--- src/rtl/fxp_div_if.sv ---
// fxp_div_if: handshake and operand/result bundle for the sequential
// fixed-point divider.
//   start, signed_mode, a_in, b_in : request side (driven by the master)
//   busy, done, q_out, r_out       : status and results (driven by the slave)
//   dvz, ovf                       : divide-by-zero and overflow flags
interface fxp_div_if #(
  parameter int WIDTH = 10
);
  logic             start;
  logic             signed_mode;
  logic [WIDTH-1:0] a_in;
  logic [WIDTH-1:0] b_in;
  logic             busy;
  logic             done;
  logic [WIDTH-1:0] q_out;
  logic [WIDTH-1:0] r_out;
  logic             dvz;
  logic             ovf;

  modport master (
    output start, signed_mode, a_in, b_in,
    input  busy, done, q_out, r_out, dvz, ovf
  );

  modport slave (
    input  start, signed_mode, a_in, b_in,
    output busy, done, q_out, r_out, dvz, ovf
  );
endinterface

--- src/rtl/fxp_div_seq.sv ---
// fxp_div_seq: sequential restoring divider, Q = trunc(A*2^FRAC / B),
// unsigned or two's complement per operation, with saturation on overflow.
// Ports:
//   clk  - rising-edge clock
//   rst  - asynchronous active-high reset
//   bus  - fxp_div_if.slave: start/signed_mode/a_in/b_in in,
//          busy/done/q_out/r_out/dvz/ovf out
// One quotient bit per clock; done pulses WIDTH+FRAC+2 edges after the
// accepting edge (counting that edge), or on the accepting edge for b==0.
module fxp_div_seq #(
  parameter int WIDTH = 10,
  parameter int FRAC  = 4
) (
  input  logic      clk,
  input  logic      rst,
  fxp_div_if.slave  bus
);

  localparam int N  = WIDTH + FRAC;
  localparam int CW = $clog2(N + 1);

  // Quotient-magnitude limits, one bit wider than the raw quotient so the
  // signed negative limit 2^(WIDTH-1) compares cleanly.
  localparam logic [N:0] UMAX = {{(FRAC + 1){1'b0}}, {WIDTH{1'b1}}};
  localparam logic [N:0] SPOS = UMAX >> 1;
  localparam logic [N:0] SNEG = SPOS + 1'b1;

  typedef enum logic [1:0] {
    S_IDLE,
    S_CALC,
    S_FIN,
    S_DONE
  } state_t;

  state_t state, state_nxt;

  logic [CW-1:0]    iter;
  logic             smode;
  logic             sq;
  logic             sr;
  logic [WIDTH-1:0] bmag;
  logic [N-1:0]     shreg;
  // Partial remainder is always < |B|, so WIDTH bits suffice between
  // iterations; the extra bit only exists in the shifted value p_shift.
  logic [WIDTH-1:0] prem;
  logic [N-1:0]     quot;
  logic [WIDTH-1:0] q_r;
  logic [WIDTH-1:0] r_r;
  logic             dvz_r;
  logic             ovf_r;

  logic signed [WIDTH-1:0] a_s;
  logic signed [WIDTH-1:0] b_s;
  logic                    sa;
  logic                    sb;
  logic [WIDTH-1:0]        amag;
  logic [WIDTH:0]          p_shift;
  logic                    p_ge;
  logic                    ovf_c;
  logic                    last_iter;

  function automatic logic [WIDTH-1:0] abs_val(input logic [WIDTH-1:0] v,
                                               input logic neg);
    return neg ? WIDTH'(-v) : v;
  endfunction

  function automatic logic ovf_chk(input logic [N-1:0] m, input logic sm,
                                   input logic neg);
    logic [N:0] mm;
    mm = {1'b0, m};
    if (!sm)
      return mm > UMAX;
    else if (neg)
      return mm > SNEG;
    else
      return mm > SPOS;
  endfunction

  // Saturate on overflow, otherwise apply the quotient sign.
  function automatic logic [WIDTH-1:0] sat_q(input logic [N-1:0] m,
                                             input logic sm, input logic neg,
                                             input logic ov);
    if (ov) begin
      if (!sm)
        return {WIDTH{1'b1}};
      else if (neg)
        return {1'b1, {(WIDTH - 1){1'b0}}};
      else
        return {1'b0, {(WIDTH - 1){1'b1}}};
    end
    return neg ? WIDTH'(-m[WIDTH-1:0]) : m[WIDTH-1:0];
  endfunction

  // Operand conditioning (used only on the accepting edge)
  assign a_s  = bus.a_in;
  assign b_s  = bus.b_in;
  assign sa   = bus.signed_mode & (a_s < 0);
  assign sb   = bus.signed_mode & (b_s < 0);
  assign amag = abs_val(bus.a_in, sa);

  // Iteration core
  assign p_shift   = {prem, shreg[N-1]};
  assign p_ge      = p_shift >= {1'b0, bmag};
  assign last_iter = (iter == CW'(N - 1));
  assign ovf_c     = ovf_chk(quot, smode, sq);

  always_ff @(posedge clk or posedge rst) begin
    if (rst)
      state <= S_IDLE;
    else
      state <= state_nxt;
  end

  always_comb begin
    state_nxt = state;
    case (state)
      S_IDLE: if (bus.start) state_nxt = (bus.b_in == '0) ? S_DONE : S_CALC;
      S_CALC: if (last_iter) state_nxt = S_FIN;
      S_FIN:  state_nxt = S_DONE;
      S_DONE: state_nxt = S_IDLE;
      default: state_nxt = S_IDLE;
    endcase
  end

  always_ff @(posedge clk or posedge rst) begin
    if (rst) begin
      iter  <= '0;
      smode <= 1'b0;
      sq    <= 1'b0;
      sr    <= 1'b0;
      bmag  <= '0;
      shreg <= '0;
      prem  <= '0;
      quot  <= '0;
      q_r   <= '0;
      r_r   <= '0;
      dvz_r <= 1'b0;
      ovf_r <= 1'b0;
    end else begin
      case (state)
        // Accept: latch conditioned operands, clear flags
        S_IDLE: begin
          if (bus.start) begin
            smode <= bus.signed_mode;
            sq    <= sa ^ sb;
            sr    <= sa;
            bmag  <= abs_val(bus.b_in, sb);
            shreg <= N'(amag) << FRAC;
            prem  <= '0;
            quot  <= '0;
            iter  <= '0;
            ovf_r <= 1'b0;
            dvz_r <= 1'b0;
            if (bus.b_in == '0) begin
              q_r   <= '0;
              r_r   <= '0;
              dvz_r <= 1'b1;
            end
          end
        end
        // One restoring step per clock
        S_CALC: begin
          shreg <= shreg << 1;
          quot  <= (quot << 1) | N'(p_ge);
          prem  <= p_ge ? WIDTH'(p_shift - {1'b0, bmag}) : p_shift[WIDTH-1:0];
          iter  <= iter + 1'b1;
        end
        // Sign fixup and saturation, results published on entry to DONE
        S_FIN: begin
          ovf_r <= ovf_c;
          q_r   <= sat_q(quot, smode, sq, ovf_c);
          r_r   <= sr ? WIDTH'(-prem) : prem;
        end
        default: ;
      endcase
    end
  end

  assign bus.busy  = (state == S_CALC) || (state == S_FIN);
  assign bus.done  = (state == S_DONE);
  assign bus.q_out = q_r;
  assign bus.r_out = r_r;
  assign bus.dvz   = dvz_r;
  assign bus.ovf   = ovf_r;

endmodule

--- src/flat_wrapper.sv ---
// flat-port wrapper written by rule: the top's interface ports become plain ports
module fxp_div_seq_flat 
#(
  parameter int WIDTH = 10,
  parameter int FRAC  = 4
)
  (clk, rst, bus_start, bus_signed_mode, bus_a_in, bus_b_in, bus_busy, bus_done, bus_q_out, bus_r_out, bus_dvz, bus_ovf);
  fxp_div_if #(.WIDTH(WIDTH)) bus_i ();
  input  logic clk;
  input  logic rst;
  input wire logic [$bits(bus_i.start)-1:0] bus_start;
  input wire logic [$bits(bus_i.signed_mode)-1:0] bus_signed_mode;
  input wire logic [$bits(bus_i.a_in)-1:0] bus_a_in;
  input wire logic [$bits(bus_i.b_in)-1:0] bus_b_in;
  output wire logic [$bits(bus_i.busy)-1:0] bus_busy;
  output wire logic [$bits(bus_i.done)-1:0] bus_done;
  output wire logic [$bits(bus_i.q_out)-1:0] bus_q_out;
  output wire logic [$bits(bus_i.r_out)-1:0] bus_r_out;
  output wire logic [$bits(bus_i.dvz)-1:0] bus_dvz;
  output wire logic [$bits(bus_i.ovf)-1:0] bus_ovf;
  assign bus_i.start = bus_start;
  assign bus_i.signed_mode = bus_signed_mode;
  assign bus_i.a_in = bus_a_in;
  assign bus_i.b_in = bus_b_in;
  assign bus_busy = bus_i.busy;
  assign bus_done = bus_i.done;
  assign bus_q_out = bus_i.q_out;
  assign bus_r_out = bus_i.r_out;
  assign bus_dvz = bus_i.dvz;
  assign bus_ovf = bus_i.ovf;
  fxp_div_seq #(.WIDTH(WIDTH), .FRAC(FRAC)) u_core (.clk(clk), .rst(rst), .bus(bus_i));
endmodule
--- config.mk ---
export PLATFORM = sky130hd
export DESIGN_NAME = fxp_div_seq_flat
export DESIGN_NICKNAME = d
export VERILOG_FILES = /design/src/rtl/fxp_div_if.sv /design/src/rtl/fxp_div_seq.sv /design/src/flat_wrapper.sv
export SDC_FILE = /design/constraint.sdc
export NUM_CORES = 1
export LEC_CHECK = 0
export CORE_AREA = 2 2 92 94
export CTS_CLUSTER_DIAMETER = 40
export DETAILED_ROUTE_END_ITERATION = 6
export DIE_AREA = 0 0 94 96
export PLACE_DENSITY = 0.77
export SETUP_SLACK_MARGIN = 0.2
export SLEW_MARGIN = 15
export SYNTH_ARGS = -nofsm -noshare
export SYNTH_HDL_FRONTEND = slang
export SYNTH_SLANG_ARGS = --single-unit
--- constraint.sdc ---
create_clock -name clk -period 2.8 [get_ports clk]
set_clock_uncertainty 0.15 [all_clocks]
set_input_delay 0.42 -clock clk [delete_from_list [all_inputs] [get_ports clk]]
set_output_delay 0.42 -clock clk [all_outputs]
set_load 0.03 [all_outputs]
-- Word level (Yosys, flattened, before mapping)
Cells that the tools add are included.
- $add $sub $neg: 6
- order comparisons: 6
- equal/unequal tests: 7
- mux-type cells: 32
- bitwise logic cells: 4
- reduce and logical (&&, ||, !) cells: 10
- operators by type and width (kind ; count):
    2-to-1 mux 10 bit ; 12
    case mux 10 bit (2 select lines) ; 3
    case mux 14 bit (2 select lines) ; 2
    negator 10 bit ; 4
    greater-than comparator 14 x 10 -> 1 bit (second input constant) ; 2
    2-to-1 mux 14 bit ; 2
    less-than comparator 10 x 1 -> 1 bit (second input constant) ; 2
    greater-than comparator 14 x 9 -> 1 bit (second input constant) ; 1
    OR 14 x 1 -> 14 bit ; 1
    greater-or-equal comparator 11 x 10 -> 1 bit ; 1
    zero test 10 bit ; 1
    subtractor 10 bit ; 1
    case mux 2 bit (4 select lines) ; 1
    case mux 4 bit (2 select lines) ; 1
    AND reduction 2 bit ; 4
    2-to-1 mux 1 bit ; 6
    2-to-1 mux 2 bit ; 3
    adder 4 x 1 -> 4 bit (second input constant) ; 1
    equality test 2 bit (second input constant) ; 2
    equality test 4 bit (second input constant) ; 1
    2-to-1 mux 4 bit ; 1
    != test 2 x 1 -> 1 bit (second input constant) ; 2
    nonzero test 2 bit ; 2
    AND reduction 3 bit ; 1
    7 further kinds ; 8
- bits in registers: 79
- input port bits: 24
- output and inout bits: 24
- logic and storage cells: 78

-- Depth between registers and ports, before layout
Gate-level depths: netlist of run 1.
- depth in word-level cells: 7
- depth in mapped cells: 9
- depth with buffers taken out: 9

-- Worst setup path after synthesis of run 1
Ideal clock, no wire load.
- path type: reg2reg
- from: register u_core.prem[4]
- to: register u_core.prem[4]
- library setup time: 0.090 ns
- data arrival time: 1.949 ns
- data required time: 2.560 ns
- path slack: 0.611 ns
- cell stages (with the launch flop): 8
- buffers on the path: 1
- period minus slack after synthesis: 2.189 ns
- cell sequence: dfrtp_1 > ha_1 > clkbuf_1 > and4_1 > nand2_1 > a2bb2oi_1 > nand4_1 > o221ai_1
- word-level cells in the longest chain between the ends: 3
- ends and longest elaborated chain (element ; RTL line ; source):
    start: declaration ; fxp_div_seq.sv:45 ; logic [WIDTH-1:0] prem;
    start signal: assignment ; fxp_div_seq.sv:165 ; prem <= p_ge ? WIDTH'(p_shift - {1'b0, bmag}) : p_shift[WIDTH-1:0];
    greater-or-equal comparator 11 x 10 -> 1 bit ; fxp_div_seq.sv:103 ; assign p_ge = p_shift >= {1'b0, bmag};
    2-to-1 mux 10 bit ; fxp_div_seq.sv:165 ;
    case mux 10 bit (2 select lines) ; fxp_div_seq.sv:140 ; case (state)
No other way between the ends.
A chain may end at the register's enable or synchronous reset.

-- Final worst setup path of run 1
- from: register u_core.shreg[13]
- to: register u_core.prem[8]
- word-level cells in the longest chain between the ends: 3
- elaborated cells between the ends (all ways): 4
- those cells by class: add/sub (1); order compare (1); mux (2)
- ends and longest elaborated chain (element ; RTL line ; source):
    start: declaration ; fxp_div_seq.sv:42 ; logic [N-1:0] shreg;
    start signal: assignment ; fxp_div_seq.sv:148 ; shreg <= N'(amag) << FRAC;
    start signal: assignment ; fxp_div_seq.sv:163 ; shreg <= shreg << 1;
    subtractor 10 bit or greater-or-equal comparator 11 x 10 -> 1 bit (tied branches) ; fxp_div_seq.sv:165, fxp_div_seq.sv:103 ;
    2-to-1 mux 10 bit * ; fxp_div_seq.sv:165 ;
    case mux 10 bit (2 select lines) * ; fxp_div_seq.sv:140 ;
Every way passes the cells marked *; elsewhere a longest branch is shown, timed or not.

==> impl_metrics.csv, run 1 <==
group,metric,value,unit
outcome,status,"complete, no violations",
setup_path,r2r_end,"u_core.prem[8]",
synth,avgSynthCellArea,8.71,um^2
drt,final_antenna_net_count,0,
synth,synth_seq_cells,75,
synth,yosysSeqAreaShare,41.8,%
sta,tightest_slew,0.882,ns
clock_tree,cts-root-buf,"clkbuf_8",
cells_and_area,final_area,0.00535,mm^2
synth,ys_types,54,
run,drv_cap,0,
floorplanning,row_count,33,
cells_and_area,fill_cells,690,
cells_and_area,area_growth,19.2,%
sta,final_hold_viol_count,0,
power_and_ir_drop,switching_share,45.8,%
cells_and_area,antenna_cells,0,
setup_path,worst_setup_path_start_kind,"register",
power_and_ir_drop,power_frac_comb,56.7,%
floorplanning,fp.coreArea,0.00805,mm^2
setup_path,reg2regPathDepth,9,
floorplanning,initial_core_util,55.7,%
synth,synth_ff_type,"dfrtp_1",
clock_tree,htreeDepth,3,
clock_tree,cts_buffers,9,
drt,drc,0,
cells_and_area,fin_util,66.4,%
power_and_ir_drop,p_switching,2800,uW
sta,setup_viol,0,
cells_and_area,nNetsFinal,611,
setup_path,path_class,"register to register",
sta,slew-limit-headroom,41.2,%
placement,place.gp.congestion,0.944,
sta,hold_slack,0.321,ns
grt,grt-ovfl-total,0,
setup_path,critPathMaxFanout,3,
synth,synth_warnings,0,
clock_tree,clk_latency,0.34,ns
grt,grt_pass1_vias,3636,
clock_tree,cts_sinks,75,
synth,synth_area_leaders,"dfrtp_1 (42%), nand2_1 (6.4%), ha_1 (5.6%)",
drt,first_iter_violations,185,
sta,drv_slew,0,
floorplanning,die_x,94,um
power_and_ir_drop,internal_power,3310,uW
setup_path,cp-end-kind,"register",
drt,routedWlPerCell,14.4,um
sta,finalCritPeriodShare,87.1,%
power_and_ir_drop,p_leak,0.00240,uW
placement,placed_cell_area,0.00514,mm^2
clock_tree,cts_buffer_depth,2,
floorplanning,fp.dieH,96,um
setup_path,startpoint,"u_core.shreg[13]",
sta,fin_tns_setup,0,ns
grt,grt_pass1_wl,16500,um
synth,syn-num-nets,560,
floorplanning,ioPinCount,48,
drt,via_count,3884,
cells_and_area,mostFrequentLayoutCell,"nand2_1",
clock_tree,cts_tree,"done",
power_and_ir_drop,vdd_drop_max,525,uV
grt,grt_max_degree,76,
synth,async_reset_ff_share,100,%
power_and_ir_drop,power_density,1140,mW/mm^2
drt,wl,9690,um
synth,netlist_area,0.00449,mm^2
placement,port_buffers,47,
sta,fmax,0.410,GHz
sta,rsz0062_at_grt,"no",
placement,dpl.hpwl,7230,um
floorplanning,dieArea,0.00902,mm^2
drt,vias_per_cell,5.75,
setup_path,cp_data_required_time,2.85,ns
setup_path,endpoint,"u_core.prem[8]",
power_and_ir_drop,p_total,6120,uW
setup_path,r2r-start,"u_core.shreg[13]",
setup_path,reg2reg_setup_slack,0.36,ns
synth,synth-edff-count,0,
synth,synth_top_area_share,41.8,%
cells_and_area,final_cell_mix,"nand2_1 (76), dfrtp_1 (75), clkdlybuf4s50_1 (47)",
grt,antenna_found_initial,0,
power_and_ir_drop,pwr-share-seq,29.9,%
sta,period_needed,2.44,ns
synth,yosysTopAreaCell,"dfrtp_1",
cells_and_area,drive_above_1_share,7.37,%
clock_tree,clk_pin_slew,0.08,ns
grt,gr-usage-all-layers,23.0,%
drt,drt-pass1-iter-count,5,
min_path,min_path_type,"input pin to async pin",
setup_path,crit_arrival,2.49,ns
power_and_ir_drop,pwr-share-clk,13.4,%
synth,syn_inst,515,
==> cell families (layout without fill, tap and decap cells) <==
group	Yosys count	after routing	share of synthesized area, %
AO/OA/AOI/OAI	141	141	20.3
XOR/XNOR	35	35	6.83
adder cells (fa/ha/maj)	21	21	6.02
buffers and inverters	63	118	5.35
flip-flops	75	75	41.8
multiplexers	7	7	1.59
AND/OR/NAND/NOR	173	173	18.0
==> repair_timing <==
action | 4_1_cts | 5_1_grt
gates resized for setup | 0 | 1
endpoints found under the setup margin | 2 | 5
pin swaps | 1 | 0
hold endpoints to repair | 0 | 0
hold buffers | 0 | 0
gates cloned | 0 | 0
setup buffers | 1 | 0
==> critical path: stages, from the launching register on <==
cell and delay, ns:
dfrtp_1 0.37, inv_1 0.11, ha_1 0.17, inv_1 0.05, fa_1 0.40, a211oi_1 0.30, nor2_1 0.13, a211oi_1 0.31
xor2_1 0.18, o221ai_1 0.13
==> layer usage <==
layer | track usage (%) | vias to the layer above | routed length, um
li1 | - | 1914 | -
met1 | 30.3 | 1834 | 4460
met2 | 39.2 | 119 | 4590
met3 | 3.37 | 17 | 521
met4 | 7.49 | 0 | 129
met5 | 0 | - | 0
==> how the worst min path moves through the flow <==
stage	end	start	slack (ns)
3_3_place_gp	u_core.bmag[4]	u_core.bmag[4]	0.31
4_1_cts	u_core.bmag[3]	u_core.bmag[3]	0.34
2_1_floorplan	u_core.shreg[11]	u_core.shreg[11]	0.30
6_report	u_core.iter[3]	rst	0.32
5_1_grt	u_core.bmag[8]	u_core.bmag[8]	0.36
3_5_place_dp	u_core.bus.dvz	u_core.bus.dvz	0.31
==> per-stage QoR <==
step	std cells	setup slack (ns)
detailed placement	659	0.156
CTS	675	0.277
floorplan	515	0.320
finish	675	0.360
global route	675	0.226
global placement	659	0.261
==> power groups by stage <==
stage	combinational (uW)	sequential (uW)	clock (uW)
after floorplan	2290	1970	0
after global placement	3330	1820	0
after detailed placement	3430	1840	0
after CTS	3450	1830	823
after global routing	3850	1890	880
final	3470	1830	819
==> area by class of cell <==
| type | instances | area, um^2 | area share [%] |
|---|---|---|---|
| clock buffer | 9 | 124 | 2.32 |
| clock inverter | 6 | 67.6 | 1.26 |
| inverter | 39 | 146 | 2.74 |
| multi-input combinational | 377 | 2380 | 44.5 |
| sequential | 75 | 1880 | 35.1 |
| tap | 105 | 131 | 2.46 |
| timing repair buffer | 64 | 623 | 11.7 |
==> state kept, by name, indices dropped and copies added, names as in the netlist, 2 cells and up <==
register          flops
u_core.quot          14
u_core.bmag          10
u_core.bus.q_out     10
u_core.bus.r_out     10
u_core.prem          10
u_core.shreg         10
u_core.iter           4
u_core.state          2
==> synth_stat cells (2+ instances only) <==
library cell	n
nand2_1	76
dfrtp_1	75
inv_1	39
nor2_1	30
o21ai_0	30
o21ai_1	28
xnor2_1	26
a21oi_1	22
clkbuf_1	20
ha_1	20
nand3_1	18
a22o_1	14
o31ai_1	11
nor3_1	10
xor2_1	9
and3_1	6
mux2i_1	6
nand2b_1	6
a211oi_1	5
a31oi_1	4
nor2b_1	4
nor4_1	4
o211ai_1	4
o221ai_1	4
or3_1	4
a22oi_1	3
and4_1	3
buf_2	3
nand4_1	2
o2111ai_1	2
o21a_1	2
o41ai_1	2
or4_1	2
Power figures use the tool's default switching activity.
==> run 2, diff against run 1 <==
--- a/config.mk
+++ b/config.mk
@@ -9,7 +9,9 @@
 export CTS_CLUSTER_DIAMETER = 40
 export DETAILED_ROUTE_END_ITERATION = 6
 export DIE_AREA = 0 0 94 96
+export HOLD_SLACK_MARGIN = 0.03
 export PLACE_DENSITY = 0.77
+export RECOVER_POWER = 25
 export SETUP_SLACK_MARGIN = 0.2
 export SLEW_MARGIN = 15
 export SYNTH_ARGS = -nofsm -noshare
==> run 2 against run 1 <==
The flow now finishes with violations (max-capacitance violations, max-slew violations). Flip-flop and latch count did not move. Worst hold slack improved by 0.011 ns. Count of clock-buffer cells in the layout did not move. Sequential power barely moved. Global-route usage did not move. Core utilization fell by 0.19 points. Total power barely moved. Clock power barely moved. Sequential share of layout area rose by 0.099 points. Critical path depth did not move. Fmax did not move. Die area did not move. Critical endpoint unchanged. Largest cell class unchanged.
==> impl_metrics.csv, run 2 (synthesis gave the netlist of run 1 again) <==
group,metric,value,unit
outcome,status,"finished with violations",
outcome,violations,"max-capacitance violations, max-slew violations",
floorplanning,fp.coreArea,0.00805,mm^2
setup_path,reg2regPathDepth,9,
cells_and_area,final_cell_mix,"nand2_1 (76), dfrtp_1 (75), clkdlybuf4s50_1 (47)",
clock_tree,cts_buffers,9,
setup_path,critPathMaxFanout,3,
floorplanning,row_count,33,
min_path,min_path_type,"register to register",
sta,period_needed,2.44,ns
sta,fmax,0.410,GHz
clock_tree,clk_latency,0.34,ns
grt,gr-usage-all-layers,23.0,%
setup_path,cp_data_required_time,2.85,ns
grt,grt-ovfl-total,0,
cells_and_area,regMostFlops,"u_core.quot",
floorplanning,ioPinCount,48,
power_and_ir_drop,p_leak,0.00239,uW
power_and_ir_drop,power_density,1150,mW/mm^2
grt,antenna_found_initial,0,
drt,drc,0,
clock_tree,cts_tree,"done",
cells_and_area,largest_register_ffs,14,
floorplanning,fp.dieH,96,um
placement,place.gp.congestion,0.944,
setup_path,r2r_end,"u_core.prem[8]",
placement,dpl.hpwl,7230,um
setup_path,r2r-start,"u_core.shreg[13]",
drt,first_iter_violations,185,
floorplanning,initial_core_util,55.7,%
cells_and_area,drive_above_1_share,7.19,%
sta,tightest_slew,1.78,ns
setup_path,cp-end-kind,"register",
drt,wl,9690,um
drt,drt-pass1-iter-count,4,
sta,slew-limit-headroom,-18.5,%
sta,setup_viol,0,
floorplanning,die_x,94,um
drt,vias_per_cell,5.76,
drt,via_count,3885,
setup_path,endpoint,"u_core.prem[8]",
power_and_ir_drop,vdd_drop_max,525,uV
grt,grt_max_degree,76,
cells_and_area,antenna_cells,0,
sta,final_hold_viol_count,0,
cells_and_area,area_growth,18.8,%
drt,final_antenna_net_count,0,
setup_path,worst_setup_path_start_kind,"register",
floorplanning,dieArea,0.00902,mm^2
grt,grt_pass1_vias,3636,
drt,routedWlPerCell,14.4,um
cells_and_area,fill_cells,691,
sta,finalCritPeriodShare,87.1,%
clock_tree,cts_sinks,75,
setup_path,startpoint,"u_core.shreg[13]",
setup_path,reg2reg_setup_slack,0.36,ns
setup_path,crit_arrival,2.49,ns
setup_path,path_class,"register to register",
cells_and_area,mostFrequentLayoutCell,"nand2_1",
cells_and_area,fin_util,66.2,%
clock_tree,clk_pin_slew,0.08,ns
clock_tree,cts-root-buf,"clkbuf_8",
sta,fin_tns_setup,0,ns
clock_tree,cts_buffer_depth,2,
clock_tree,htreeDepth,3,
sta,rsz0062_at_grt,"no",
cells_and_area,nNetsFinal,611,
grt,grt_pass1_wl,16500,um
sta,drv_slew,76,
placement,port_buffers,47,
run,drv_cap,1,
==> run 2: cell types whose count changed in the layout (fill, tap and decap cells not counted), sizes merged <==
cell    previous run  this run
clkbuf             9        10
inv               39        38
buf               17        16
clkinv             3         4
==> run 2: worst min-delay path by stage <==
stage | start | endpoint | slack [ns] | cells after the start
floorplan | u_core.shreg[11] | u_core.shreg[11] | 0.30 | 2
global placement | u_core.bmag[4] | u_core.bmag[4] | 0.31 | 2
detailed placement | u_core.bus.dvz | u_core.bus.dvz | 0.31 | 2
CTS | u_core.bmag[3] | u_core.bmag[3] | 0.34 | 2
global route | u_core.bmag[8] | u_core.bmag[8] | 0.36 | 2
finish | u_core.bmag[4] | u_core.bmag[4] | 0.33 | 2
==> run 2: layout make-up <==
| cell class | count | area [um^2] | share of cell area, % |
|---|---|---|---|
| clock inverter | 6 | 67.6 | 1.27 |
| multi-input combinational | 377 | 2380 | 44.6 |
| timing repair buffer | 64 | 608 | 11.4 |
| clock buffer | 9 | 124 | 2.32 |
| tap | 105 | 131 | 2.46 |
| inverter | 39 | 146 | 2.75 |
| sequential | 75 | 1880 | 35.2 |
==> run 2: what timing repair did <==
item,4_1_cts,5_1_grt
gates resized for setup,0,1
pin swaps,1,0
buffers inserted,1,0
setup endpoints to repair,2,5
hold buffers,0,0
==> run 2: per-layer routing <==
layer  routed length (um)  share of wire, %  global-route usage (%)
met5                    0                 0                       0
met4                  129               1.3                    7.49
met3                  523               5.4                    3.37
met2                 4580                47                    39.2
met1                 4450                46                    30.3
==> run 2: critical path, cell delays in order (launching register included) <==
cell and delay [ns]:
dfrtp_1 0.37, inv_1 0.11, ha_1 0.17, inv_1 0.05, fa_1 0.40, a211oi_1 0.30
nor2_1 0.13, a211oi_1 0.31, xor2_1 0.18, o221ai_1 0.13
==> run 2: through the flow <==
step | std cells | hold WS [ns] | power [uW] | setup WS (ns) | cell area [um^2]
after detailed placement | 659 | 0.313 | 5270 | 0.156 | 5140
after floorplan | 515 | 0.298 | 4260 | 0.320 | 4490
after global routing | 675 | 0.361 | 6620 | 0.192 | 5330
final | 675 | 0.332 | 6110 | 0.360 | 5330
after CTS | 675 | 0.336 | 6100 | 0.277 | 5340
after global placement | 659 | 0.312 | 5150 | 0.261 | 5140
==> run 2: power by group <==
| group | internal [uW] | switching [uW] |
|---|---|---|
| Sequential | 1490 | 344 |
| Combinational | 1420 | 2050 |
| Clock | 408 | 411 |
| Total | 3310 | 2800 |
==> run 3, diff against run 2 <==
--- a/config.mk
+++ b/config.mk
@@ -13,7 +13,6 @@
 export PLACE_DENSITY = 0.77
 export RECOVER_POWER = 25
 export SETUP_SLACK_MARGIN = 0.2
-export SLEW_MARGIN = 15
 export SYNTH_ARGS = -nofsm -noshare
 export SYNTH_HDL_FRONTEND = slang
 export SYNTH_SLANG_ARGS = --single-unit
==> results of run 3 <==
Same layout as run 2: the final DEF is identical, and so are final timing and power.
